`src/rtl/sap_pkg.sv`:
```
// rtl/sap_pkg.sv - shared loader state encoding and program RAM geometry
package sap_pkg;

    localparam int RAM_DEPTH  = 16;
    localparam int RAM_ADDR_W = 4;

    typedef enum logic [2:0] {
        ST_IDLE,
        ST_WRITE,
        ST_VERIFY,
        ST_CHECK,
        ST_DONE
    } loader_state_t;

endpackage

```
`src/rtl/ram_loader.sv`:
```
// rtl/ram_loader.sv - streams program bytes into RAM, optional read-back verify
// Optional feature macro: RAM_LOADER_VERIFY_EN (VERIFY/CHECK states and error flag)
module ram_loader
    import sap_pkg::*;
#(
    parameter int DEPTH  = RAM_DEPTH,
    parameter int ADDR_W = RAM_ADDR_W
) (
    input  logic              clk,
    input  logic              rst_n,
    input  logic              start,
    input  logic              byte_valid,
    input  logic [7:0]        byte_data,
    output logic              byte_ready,
    output logic              ram_we,
    output logic [ADDR_W-1:0] ram_addr,
    output logic [7:0]        ram_wdata,
    input  logic [7:0]        ram_rdata,
    output logic              loading,
    output logic              done,
    output logic              error
);

    localparam logic [ADDR_W-1:0] LAST_ADDR = ADDR_W'(DEPTH - 1);

    loader_state_t     r_state;
    loader_state_t     w_next;
    logic [ADDR_W-1:0] r_addr;
    logic [7:0]        r_checksum;
    logic              w_hs;
    logic              w_last;
    logic              w_rd_issue;

    // Gating with rst_n keeps the reset-asserted cycle free of RAM writes.
    assign byte_ready = (r_state == ST_WRITE) && rst_n;
    assign w_hs       = byte_ready && byte_valid;
    assign w_last     = (r_addr == LAST_ADDR);
    assign ram_we     = w_hs;
    assign ram_wdata  = w_hs ? byte_data : 8'h00;
    assign ram_addr   = (w_hs || w_rd_issue) ? r_addr : '0;
    assign loading    = (r_state == ST_WRITE) || (r_state == ST_VERIFY) || (r_state == ST_CHECK);
    assign done       = (r_state == ST_DONE);

    always_comb begin
        w_next = r_state;
        case (r_state)
            ST_IDLE:   if (start) w_next = ST_WRITE;
            ST_WRITE: begin
                if (w_hs && w_last) begin
`ifdef RAM_LOADER_VERIFY_EN
                    w_next = ST_VERIFY;
`else
                    w_next = ST_DONE;
`endif
                end
            end
`ifdef RAM_LOADER_VERIFY_EN
            ST_VERIFY: if (w_last) w_next = ST_CHECK;
            ST_CHECK:  w_next = ST_DONE;
`endif
            ST_DONE:   w_next = ST_IDLE;
            default:   w_next = ST_IDLE;
        endcase
    end

    always_ff @(posedge clk) begin
        if (!rst_n) begin
            r_state    <= ST_IDLE;
            r_addr     <= '0;
            r_checksum <= 8'h00;
        end else begin
            r_state <= w_next;
            if (r_state == ST_IDLE && start) begin
                r_addr     <= '0;
                r_checksum <= 8'h00;
            end else if (w_hs) begin
                r_addr     <= r_addr + 1'b1;
                r_checksum <= r_checksum + byte_data;
            end else if (w_rd_issue) begin
                r_addr     <= r_addr + 1'b1;
            end
        end
    end

`ifdef RAM_LOADER_VERIFY_EN
    logic [7:0] r_rdsum;
    logic       r_error;
    logic [7:0] w_final_sum;

    assign w_rd_issue  = (r_state == ST_VERIFY);
    assign w_final_sum = r_rdsum + ram_rdata;
    assign error       = r_error;

    // Read data lags the address by one cycle: the read of address 0 is
    // skipped here and the last read is folded in during CHECK.
    always_ff @(posedge clk) begin
        if (!rst_n) begin
            r_rdsum <= 8'h00;
            r_error <= 1'b0;
        end else if (r_state == ST_IDLE && start) begin
            r_rdsum <= 8'h00;
            r_error <= 1'b0;
        end else if (r_state == ST_VERIFY && r_addr != '0) begin
            r_rdsum <= w_final_sum;
        end else if (r_state == ST_CHECK && w_final_sum != r_checksum) begin
            r_error <= 1'b1;
        end
    end
`else
    logic [7:0] w_unused_rdata;

    assign w_rd_issue     = 1'b0;
    assign error          = 1'b0;
    assign w_unused_rdata = ram_rdata;
`endif

endmodule

```
`config.mk`:
```
export PLATFORM = sky130hd
export DESIGN_NAME = ram_loader
export DESIGN_NICKNAME = d
export VERILOG_FILES = /design/src/rtl/sap_pkg.sv /design/src/rtl/ram_loader.sv
export SDC_FILE = /design/constraint.sdc
export NUM_CORES = 1
export LEC_CHECK = 0
export CAP_MARGIN = 20
export CORE_MARGIN = 4
export CORE_UTILIZATION = 28
export CTS_CLUSTER_DIAMETER = 150
export DETAILED_ROUTE_END_ITERATION = 6
export GPL_TIMING_DRIVEN = 0
export PLACE_DENSITY_LB_ADDON = 0.12
export SYNTH_ARGS = -nofsm -noshare
export SYNTH_HDL_FRONTEND = slang
export SYNTH_SLANG_ARGS = --single-unit
export TNS_END_PERCENT = 30
```
`constraint.sdc`:
```
create_clock -name clk -period 1.43 [get_ports clk]
set_input_delay 0.286 -clock clk [delete_from_list [all_inputs] [get_ports clk]]
set_output_delay 0.286 -clock clk [all_outputs]
set_load 0.02 [all_outputs]
```
==> results.toml <==
[finish]
post-route-cell-area_um2 = 752
design.final.nets = 105
fillerInstances = 115
area.growth.synth_to_final_pct = 100
layout-drive-gt1-share_pct = 43.9
antennaDiodeCount = 0

[die]
placeableCoreArea_um2 = 1190
design.die.area_um2 = 1990
die-height_um = 44.6
ios = 37
effective_utilization_at_floorplan_pct = 31.6
std_cell_rows = 12
die_w_um = 44.6

[outcome]
violations_in_the_final_reports = "negative setup slack"
result_of_the_run = "finished, violations left"

[pwr]
net-switching-power_uw = 105
static-leakage-power_nw = 0.353
comb_power_share_pct = 23.2
totalPowerFinal_uw = 429
clock_power_share_pct = 35.8
sw_frac_of_total_pct = 24.4
vdd_ir_drop_max_uv = 435
power.internal_uw = 324
power_frac_seq_pct = 41.0
power.density_cell_area_nw_per_um2 = 571

[placement]
final_weighted_congestion_of_routability_driven_global_placement = 0.780
dpl_cell_area_um2 = 663
io_buffer_count = 27
detailedPlace.worstSlack_ns = -0.982

[synth]
mappedNetlistNets = 68
ys_warn_count = 0
syn_area_per_cell_um2 = 7.99
synthesis.area_um2 = 375
synth-seq-area-share_pct = 32.0
yosys_register_bits = 6
post_synth_num_cell_types = 19
count_of_mapped_cells_out_of_synthesis = 47

[sta]
period_share_pct = 104
highest_clock_frequency_the_design_can_meet_mhz = 672
setup_slack_ns = -0.0576
timing_max_transition_violations_final = 0
period_needed_ns = 1.49
finalSetupViolations = 10
hold_violation_total_from_the_final_report = 0
setup_repair_after_global_routing_missed_its_margin = "true"
worst_clock_skew_ns = 0.00148

[drt]
drtPass1Iterations = 4
wl_per_cell_um = 11.8
antenna_left = 0
post-route-drc-count = 0
route.detailed.vias_per_inst = 4.57
drt_first_iter_violations = 8
vias = 439
drt-total-wl_um = 1130

[cts]
clkTransAtPathRegs_ns = 0.04
clock_tree.buffer_depth = 2
clock_tree_from_tritoncts = "done"
skew_pair_late_insertion_delay_ns = 0.24
tritoncts_num_sinks = 6
cts_h_tree_depth = 1
cts_buffers = 3
cts_root_buffer = "clkbuf_4"

[global_routing]
overflow = 0
gr-usage-all-layers_pct = 11.3
grt_antenna_before_repair = 0
pin_count_of_the_biggest_net_entering_global_routing = 11
grt_pass1_vias = 363
grt_pass1_wl_um = 1620

[critical_path]
worst_endpoint_data_arrival_time_ns = 1.20
logic_depth_of_the_worst_register_to_register_path = 4
critPathKind = "register to primary output"
crit_path_max_fo = 5
timing.critical_path.to_type = "primary output"
crit_path_start_kind = "register"
cp.required_ns = 1.14

[min_path]
worst_hold_path_cells = 2
min_path_type = "register to register"

[flow_run]
cap_violations = 0
[registers in the layout (all words and copies together) (netlist names)]
name / cells
r_addr: 4
r_state: 2
[placed cells by master, fill, tap and decap left out]
| cell | count |
|---|---|
| and3_1 | 1 |
| nor2b_1 | 2 |
| o21ai_0 | 3 |
| nor2_1 | 1 |
| nand4b_4 | 1 |
| or3_1 | 2 |
| buf_4 | 7 |
| dfxtp_2 | 2 |
| conb_1 | 1 |
| clkbuf_4 | 3 |
| and2_4 | 7 |
| a21oi_1 | 4 |
| nand2_1 | 3 |
| xnor2_1 | 1 |
| inv_1 | 1 |
| dfxtp_1 | 4 |
| clkbuf_2 | 1 |
| buf_2 | 1 |
| dlygate4sd2_1 | 2 |
| clkdlybuf4s50_1 | 9 |
| ha_1 | 1 |
| and2_1 | 6 |
| buf_6 | 13 |
| nand3_1 | 1 |
| inv_4 | 1 |
| clkdlybuf4s15_1 | 1 |
| nand2b_1 | 2 |
| nand4_1 | 1 |
[power groups by stage]
stage | clock network (mW) | registers, mW | logic (mW)
after CTS | 0.161 | 0.176 | 0.0916
after floorplan | 0 | 0.178 | 0.0372
final | 0.154 | 0.176 | 0.0995
after global placement | 0 | 0.179 | 0.0907
after detailed placement | 0 | 0.179 | 0.0908
after global routing | 0.171 | 0.176 | 0.107
[cell families (layout without fill, tap and decap cells)]
family	Yosys count	in the layout	share of synthesized area (%)
AO/OA/AOI/OAI	7	7	9.33
XOR/XNOR	1	1	2.33
adder cells (fa/ha/maj)	1	1	3.33
buffers and inverters	4	39	5.33
flip-flops	6	6	32.0
other	1	1	0.999
AND/OR/NAND/NOR	27	27	46.7
[through the flow]
stage	hold WS (ns)	setup TNS, ns	instances	util (%)
after global placement	0.478	-12.87	88	55.9
final	0.488	-0.517	96	63.4
after detailed placement	0.484	-12.81	88	55.9
after CTS	0.488	-0.968	93	59.1
after global routing	0.532	-1.29	96	63.4
after floorplan	0.415	0	47	-
[worst max-delay path, stage by stage, from the launching register on]
cell and delay (ns):
dfxtp_2 0.31, nand4b_4 0.18, inv_4 0.10, buf_6 0.11
and2_4 0.13, buf_6 0.11
[timing repair]
item                                    4_1_cts  5_1_grt
gates cloned                                  0        1
pin swaps                                     0        5
hold buffers                                  0        0
resized for setup                            83       19
endpoints found under the hold margin         0        0
setup buffers                                 2        2
endpoints found under the setup margin       16       14
[routing by layer]
| layer | track usage, % | part of all wire (%) | vias up |
|---|---|---|---|
| li1 | - | - | 223 |
| met1 | 13.7 | 38 | 185 |
| met2 | 16.3 | 43 | 28 |
| met3 | 4.47 | 18 | 3 |
| met4 | 7.23 | 1.5 | 0 |
| met5 | 0 | 0 | - |
[cells in the mapped netlist]
cell type,count,area [um^2]
o21ai_0,3,15.0
and3_1,1,6.26
dfxtp_1,6,120
nor2b_1,2,12.5
buf_4,1,7.51
nand2b_1,2,12.5
nand2_1,3,11.3
a21oi_1,4,20.0
and2_1,13,81.3
nand4_1,1,6.26
nand3_1,1,5.00
xnor2_1,1,8.76
or3_1,2,12.5
conb_1,1,3.75
buf_2,1,5.00
inv_1,2,7.51
ha_1,1,12.5
nand4b_4,1,23.8
nor2_1,1,3.75
[path summary, 6_finish.rpt]
check | start | to | slack (ns)
worst min register to register | r_addr[1] | r_addr[1] | 0.49
worst min-delay path | r_addr[1] | r_addr[1] | 0.49
worst max register to register | r_state[2] | r_addr[3] | 0.23
worst max-delay path | r_state[2] | ram_wdata[1] | -0.06
[layout make-up]
type	count	area [um^2]	share of cell area, %
Buffer	2	18.8	2.50
Clock buffer	3	22.5	3.00
Inverter	2	10.0	1.33
Multi-Input combinational cell	37	253	33.6
Sequential cell	6	123	16.3
Tap cell	14	17.5	2.33
Timing Repair Buffer	32	308	40.9
Power figures use the tool's default switching activity.
